===== src/rtl/match_count_display_if.sv =====
// match_count_display_if: detector count and clear button in, seven-segment pins out.
interface match_count_display_if;
   logic [3:0] n_in;
   logic       peak_clr;
   logic [6:0] seg;
   logic [3:0] an;
   logic       dp;
   modport master (output n_in, peak_clr, input seg, an, dp);
   modport slave (input n_in, peak_clr, output seg, an, dp);
endinterface


===== src/rtl/match_count_display.sv =====
// match_count_display: shows current and peak match count as two decimal pairs on a
// 4-digit multiplexed seven-segment display (current on the right, peak on the left).
module match_count_display #(
   parameter int REFRESH_DIV = 50000
) (
   input logic clk,
   input logic rst_n,
   match_count_display_if.slave bus
);
   localparam int CW = $clog2(REFRESH_DIV);
   logic [3:0] n_q, n_d, peak_q, peak_d;
   logic [2:0] sync_q, sync_d;
   logic [CW-1:0] cnt_q, cnt_d;
   logic [1:0] idx_q, idx_d;
   logic [6:0] seg_q, seg_d;
   logic [3:0] an_q, an_d;
   logic dp_q, dp_d;
   logic clr_pulse, tc, cur_t, pk_t, blank;
   logic [3:0] cur_u, pk_u, sel;

   function automatic logic [6:0] glyph(input logic [3:0] v);
      case (v)
         4'd0: glyph = 7'b1000000;
         4'd1: glyph = 7'b1111001;
         4'd2: glyph = 7'b0100100;
         4'd3: glyph = 7'b0110000;
         4'd4: glyph = 7'b0011001;
         4'd5: glyph = 7'b0010010;
         4'd6: glyph = 7'b0000010;
         4'd7: glyph = 7'b1111000;
         4'd8: glyph = 7'b0000000;
         4'd9: glyph = 7'b0010000;
         default: glyph = 7'b1111111;
      endcase
   endfunction

   // sync_q[1:0] synchronise the button, sync_q[2] is the previous level for edge detect
   always_comb begin
      clr_pulse = sync_q[1] & ~sync_q[2];
      sync_d = {sync_q[1:0], bus.peak_clr};
      n_d = bus.n_in;
      peak_d = clr_pulse ? 4'd0 : (n_q > peak_q) ? n_q : peak_q;
      tc = cnt_q == CW'(REFRESH_DIV - 1);
      cnt_d = tc ? '0 : cnt_q + 1'b1;
      idx_d = tc ? idx_q + 2'd1 : idx_q;
      cur_t = n_q >= 4'd10;
      pk_t = peak_q >= 4'd10;
      cur_u = cur_t ? n_q - 4'd10 : n_q;
      pk_u = pk_t ? peak_q - 4'd10 : peak_q;
      sel = idx_q[1] ? (idx_q[0] ? {3'b000, pk_t} : pk_u) : (idx_q[0] ? {3'b000, cur_t} : cur_u);
      blank = idx_q[0] && sel == 4'd0;
      seg_d = blank ? 7'b1111111 : glyph(sel);
      an_d = ~(4'b0001 << idx_q);
      dp_d = idx_q != 2'd2;
   end

   always_ff @(posedge clk or negedge rst_n) begin
      if (!rst_n) begin
         n_q <= '0;
         peak_q <= '0;
         sync_q <= '0;
         cnt_q <= '0;
         idx_q <= '0;
         seg_q <= 7'b1111111;
         an_q <= 4'b1111;
         dp_q <= 1'b1;
      end else begin
         n_q <= n_d;
         peak_q <= peak_d;
         sync_q <= sync_d;
         cnt_q <= cnt_d;
         idx_q <= idx_d;
         seg_q <= seg_d;
         an_q <= an_d;
         dp_q <= dp_d;
      end
   end

   assign bus.seg = seg_q;
   assign bus.an = an_q;
   assign bus.dp = dp_q;
endmodule


===== src/flat_wrapper.sv =====
// flat-port wrapper written by rule: the top's interface ports become plain ports
module match_count_display_flat 
#(
   parameter int REFRESH_DIV = 50000
)
  (clk, rst_n, bus_n_in, bus_peak_clr, bus_seg, bus_an, bus_dp);
  match_count_display_if bus_i ();
  input logic clk;
  input logic rst_n;
  input wire logic [$bits(bus_i.n_in)-1:0] bus_n_in;
  input wire logic [$bits(bus_i.peak_clr)-1:0] bus_peak_clr;
  output wire logic [$bits(bus_i.seg)-1:0] bus_seg;
  output wire logic [$bits(bus_i.an)-1:0] bus_an;
  output wire logic [$bits(bus_i.dp)-1:0] bus_dp;
  assign bus_i.n_in = bus_n_in;
  assign bus_i.peak_clr = bus_peak_clr;
  assign bus_seg = bus_i.seg;
  assign bus_an = bus_i.an;
  assign bus_dp = bus_i.dp;
  match_count_display #(.REFRESH_DIV(REFRESH_DIV)) u_core (.clk(clk), .rst_n(rst_n), .bus(bus_i));
endmodule

===== config.mk =====
export PLATFORM = sky130hd
export DESIGN_NAME = match_count_display_flat
export DESIGN_NICKNAME = d
export VERILOG_FILES = /design/src/rtl/match_count_display_if.sv /design/src/rtl/match_count_display.sv /design/src/flat_wrapper.sv
export SDC_FILE = /design/constraint.sdc
export NUM_CORES = 1
export LEC_CHECK = 0
export ABC_AREA = 1
export CAP_MARGIN = 20
export CORE_UTILIZATION = 57
export DETAILED_ROUTE_END_ITERATION = 10
export GPL_TIMING_DRIVEN = 0
export MAX_ROUTING_LAYER = met4
export PLACE_DENSITY = 0.82
export SYNTH_ARGS = -nofsm -noshare
export SYNTH_HDL_FRONTEND = slang
export SYNTH_SLANG_ARGS = --single-unit
export TNS_END_PERCENT = 100

===== constraint.sdc =====
create_clock -name clk -period 1.9 [get_ports clk]
set_clock_uncertainty 0.05 [all_clocks]
set_input_delay 0.57 -clock clk [delete_from_list [all_inputs] [get_ports clk]]
set_output_delay 0.57 -clock clk [all_outputs]
set_load 0.005 [all_outputs]

# After elaboration in Yosys (flattened, before gate mapping)
# Memories as Yosys holds them, arrays and structs flattened.
# Index checks and enable logic that the tools add are counted.
dict set report word_totals {
  reg_bits 41
  mem_bits_ro 112
  memories 1
}
dict set report op_classes {
  n_addsub 4
  magnitude_cmp 3
  eq_ne 2
  shift 1
  mux 9
  n_bitwise 3
  reduce_logical 3
}
# name depth width read_ports rd_clocked_by_memory_dff write_ports line_no
set memory_table {}
lappend memory_table {{(name not given)} 16 7 1 0 0 match_count_display.sv:22} ;# case (v)
# cell n
set op_table {}
lappend op_table {{$mux 4} 7}
lappend op_table {{$add 16x1->16 const B} 1}
lappend op_table {{$eq 16x16->1 const B} 1}
lappend op_table {{$mux 16} 1}
lappend op_table {{$ge 4x4->1 const B} 2}
lappend op_table {{$sub 4x4->4 const B} 2}
lappend op_table {{$mux 7} 1}
lappend op_table {{$gt 4x4->1} 1}
lappend op_table {{$logic_not 4->1} 1}
lappend op_table {{$not 4->4} 1}
lappend op_table {{$shl 1x2->4 const A} 1}
lappend op_table {{$add 2x1->2 const B} 1}
lappend op_table {{$ne 2x2->1 const B} 1}
lappend op_table {{$reduce_bool 2->1} 1}
lappend op_table {{$and 1x1->1} 1}
lappend op_table {{$logic_and 1x1->1} 1}
lappend op_table {{$not 1->1} 1}

# Longest topological paths before layout
dict set report depth {
  word_depth 7
  mapped_depth 11
}

# Least setup slack after synthesis
# No wires, ideal clock.
dict set report synth_path {
  path_type {reg-to-reg}
  startpoint {register u_core.peak_q[3]}
  endpoint {register u_core.seg_q[3] (netlist: u_core.bus.seg[3])}
  setup_time_ns 0.081
  arrival_time_ns 1.421
  required_ns 1.769
  setup_slack_ns 0.348
  path_stages_with_launch 12
  path_buffers 1
  period_less_slack_ns 1.552
  cell_sequence {dfrtp_1 > buf_6 > a21o_1 > nand2_1 > nand2_2 > nand2_1 > inv_1 > ha_1 > nand3_1 > nand2_1 > nand2_1 > nand2_1}
}
dict set report synth_via {
  elab_chain_cells 7
  elab_cells_between_ends 9
  cone_classes {add/sub: 1; order compare: 1; mux: 4; reduce/logical: 2; memory: 1}
}
# item line_no
set synth_rtl {}
lappend synth_rtl {{start, declared} match_count_display.sv:11} ;# logic [3:0] n_q, n_d, peak_q, peak_d;
lappend synth_rtl {{start signal, assigned} match_count_display.sv:69} ;# peak_q <= peak_d;
lappend synth_rtl {{$sub 4x4->4 / $ge 4x4->1 (equally long branches)} {match_count_display.sv:49, match_count_display.sv:47}}
lappend synth_rtl {{$mux 4} match_count_display.sv:49} ;# pk_u = pk_t ? peak_q - 4'd10 : peak_q;
lappend synth_rtl {{$mux 4 (*) (2 in a row)} match_count_display.sv:50} ;# sel = idx_q[1] ? (idx_q[0] ? {3'b000, pk_t} : pk_u) : (idx_q[0] ? {3'b000, cur_t} : cur_u);
lappend synth_rtl {{parallel branches: the longest is 2 deep, another holds $mem_v2 16x7} --}
lappend synth_rtl {{$mux 7 (*)} match_count_display.sv:52} ;# seg_d = blank ? 7'b1111111 : glyph(sel);
lappend synth_rtl {{net u_core.seg_d[3]} match_count_display.sv:15} ;# logic [6:0] seg_q, seg_d;
lappend synth_rtl {{end signal, assigned} match_count_display.sv:73} ;# seg_q <= seg_d;
lappend synth_rtl {{end, declared} match_count_display.sv:15}
# Mark *: on every way through the listed nets, which the timed path passes.
# A chain may end at the register's enable or synchronous reset.

# Worst setup path in the final report
dict set report layout_path {
  startpoint {register u_core.an_q[2] (netlist: u_core.bus.an[2])}
  endpoint {output port bus_an[2]}
}
# item line_no
set layout_rtl {}
lappend layout_rtl {{start, declared} match_count_display.sv:16} ;# logic [3:0] an_q, an_d;
lappend layout_rtl {{start signal, assigned} match_count_display.sv:74} ;# an_q <= an_d;
lappend layout_rtl {{end, declared} flat_wrapper.sv:13} ;# output wire logic [$bits(bus_i.an)-1:0] bus_an;
# No word-level cell between the ends.

==> summary.md <==
| Metric | Value |
|---|---|
| Via count | 1726 |
| Cell leakage power | 1.38 nW |
| Die Ht | 64.8 um |
| VDD IR-drop max | 0.508 mV |
| CP startpoint kind | flop |
| Worst-path maximum fanout | 2 |
| TritonCTS clock tree | yes |
| Total length of routed wires | 3700 um |
| Syn Inst Count | 271 |
| CP Capture Type | primary output |
| Gp weighted congestion | 0.880 |
| DR vias/cell | 5.00 |
| Worst setup margin | 149 ps |
| Hold WC Path Type | reg2reg |
| Final worst path period share | 0.921 |
| Slowest-stage cell, CP | dfstp_2 |
| IO Port Bufs | 18 |
| Sequential fraction of the synthesis area | 0.451 |
| Yosys warns | 0 |
| Residual DRC count | 0 |
| Status | complete, no violations |
| Ports | 19 |
| Critical-path cell list | buf_4, dlygate4sd2_1 |
| Layout area overhead | 13.7% |
| Cell Rows | 22 |
| Final Hold Viols | 0 |
| Core Box Area | 3720 sq um |
| Htree depth | 2 |
| Drt first pass iters | 4 |
| Tmin final | 1750 ps |
| First-pass GRT wire length | 6900 um |
| Maxcap violations | 0 |
| Number of global-route vias before repair | 1644 |
| Fmax | 571 MHz |
| Synth area leader | dfrtp_1 |
| Antenna Cells | 0 |
| Slew Limit Fails | 0 |
| GRT Total Usage | 0.225 |
| Crit path max-delay family | flip-flops |
| Syn_area_per_cell | 8.31 sq um |
| Worst slew pin tran | 816 ps |
| Max transition margin | 0.456 |
| TNS Setup | 0 ps |
| Pin count of the biggest net entering global routing | 41 |
| Synthesized area | 2250 sq um |
| Pwr/cell area | 754 nW/um^2 |
| Endpoints failing setup | 0 |
| DIE AREA | 4200 sq um |
| Data arrival, critical path | 1130 ps |
| Reg clk slew, reported paths | 70 ps |
| Post-cts hold buffer count | 0 |
| Setup slack at placement | 113 ps |
| Initial Utilization | 0.606 |
| RSZ-0062 raised after global routing | no |
| Grt total ovfl | 0 |
| CTS Buf Count | 5 |
| Avg WL per Cell | 10.7 um |
| Worst hold slack | 300 ps |
| CTS Root Buffer Type | clkbuf_8 |
| Share of layout cells above drive strength 1 | 0.158 |
| Crit Path Category | reg2out |
| Dominant cells by area after synthesis | dfrtp_1 32%, dfstp_2 13%, nand2_1 10% |
| First DRT Iteration DRCs | 61 |
| Die span in x | 64.8 um |
| Synth Register Bits | 40 |
| HPWL after detailed placement | 2800 um |
| Syn_nets | 294 |
| # nets final | 319 |
| Share of the synthesized area in the top cell type | 0.322 |
| CP bufs+invs | 2 |
| Initial antenna violation count | 0 |
| Crit-path max cell delay | 530 ps |
| Clk_lat worst skew | 290 ps |
| DRT antenna net count | 0 |
| Clock Path Buffers | 2 |
| Synth cell types | 30 |
| Worst Path Required | 1280 ps |
| Clock sink count | 40 |
## cell families after synthesis
logic type,synth area share
simple gates,0.292
buf+inv,0.0967
flops,0.451
compound gates,0.0484
fa+ha+maj,0.0889
xor+xnor,0.0233
## final cells by class
| class | count | area [sq um] |
|---|---|---|
| clock buffer | 5 | 68.8 |
| tap | 48 | 60.1 |
| timing repair buffer | 18 | 160 |
| multi-input combinational | 179 | 1020 |
| fill | 302 | 1160 |
| inverter | 49 | 185 |
| sequential | 40 | 1020 |
| clock inverter | 3 | 18.8 |
| buffer | 3 | 32.5 |
## state kept, by name, indices dropped and copies added, names as in the netlist
signal,flops
u_core.bus.an,4
u_core.bus.seg,7
u_core.sync_q,3
u_core.cnt_q,16
u_core.idx_q,2
u_core.n_q,4
u_core.peak_q,4
## where the power goes
group	total, W	leakage (nW)	switching (W)	internal [W]
clock	0.000544	0.0479	0.000289	0.000255
sequential	0.000974	0.483	0.0000457	0.000929
combinational	0.000411	0.845	0.000240	0.000170
## placed cells by master, fill, tap and decap left out
cell / synthesis / routed
a21oi_1: 9 / 9
buf_6: 1 / 1
clkinv_4: 0 / 1
o21bai_1: 1 / 1
nor3_2: 2 / 2
nand2_2: 6 / 6
nor4_1: 1 / 1
nor2_4: 3 / 3
nand3_1: 27 / 27
a21oi_2: 1 / 1
nand3b_1: 1 / 1
o21ai_1: 3 / 3
nand4_1: 4 / 4
nor2_2: 4 / 4
dfrtp_2: 0 / 1
nand2_1: 61 / 61
o21ai_0: 2 / 2
clkbuf_8: 1 / 6
dfrtp_1: 29 / 28
xor2_1: 6 / 6
clkinv_2: 1 / 3
buf_2: 0 / 1
nor2_1: 22 / 22
clkdlybuf4s50_1: 0 / 5
buf_4: 1 / 1
o211ai_1: 1 / 1
dfstp_2: 11 / 11
a21o_1: 2 / 2
dlygate4sd2_1: 0 / 12
nand2_4: 3 / 3
ha_1: 16 / 16
inv_2: 3 / 3
and2_1: 1 / 1
inv_1: 45 / 45
nor3_1: 3 / 3
## synth_stat cells
library cell	n
nand2_2	6
a21o_1	2
nand3_1	27
o21bai_1	1
dfstp_2	11
nor2_4	3
nor2_2	4
nand3b_1	1
nor3_1	3
and2_1	1
nor3_2	2
nor2_1	22
a21oi_2	1
nand2_4	3
o21ai_1	3
nor4_1	1
buf_6	1
inv_2	3
clkinv_2	1
o211ai_1	1
clkbuf_8	1
nand2_1	61
ha_1	16
dfrtp_1	29
buf_4	1
xor2_1	6
inv_1	45
o21ai_0	2
nand4_1	4
a21oi_1	9
## per-layer routing
metal  share of wire  up-vias  global-route usage
met1            0.45      793               0.270
met2            0.49       32               0.361
li1                -      892                   -
met5               0        -                   -
met3           0.038        9              0.0528
met4           0.023        0               0.100
## final timing paths
| kind | from | endpoint | slack [ps] | cells after the start |
|---|---|---|---|---|
| worst max-delay path | u_core.bus.an[2] | bus_an[2] | 150 | 2 |
| worst min-delay path | u_core.sync_q[0] | u_core.sync_q[1] | 300 | 0 |
| worst max register to register | u_core.n_q[3] | u_core.bus.seg[3] | 160 | 10 |
| worst min register to register | u_core.sync_q[0] | u_core.sync_q[1] | 300 | 0 |
| max in group asynchronous | rst_n | u_core.idx_q[1] | 920 | 1 |
| min in group asynchronous | rst_n | u_core.peak_q[2] | 310 | 1 |
## repair_timing
item                                    in CTS  in global routing
resized for setup                           12                  1
endpoints found under the setup margin      12                  6
buffers inserted                             0                  0
pin swaps                                    0                  0
## per-stage QoR
| stage | utilization | cells | total power, W | instance area [sq um] |
|---|---|---|---|---|
| final | 0.689 | 345 | 0.00193 | 2560 |
| after global routing | 0.689 | 345 | 0.00206 | 2560 |
| after CTS | 0.689 | 345 | 0.00195 | 2560 |
| after detailed placement | 0.669 | 337 | 0.00141 | 2490 |
| after global placement | 0.670 | 337 | 0.00140 | 2490 |
| after floorplan | - | 271 | 0.00128 | 2250 |
(Power assumes the default switching activity.)
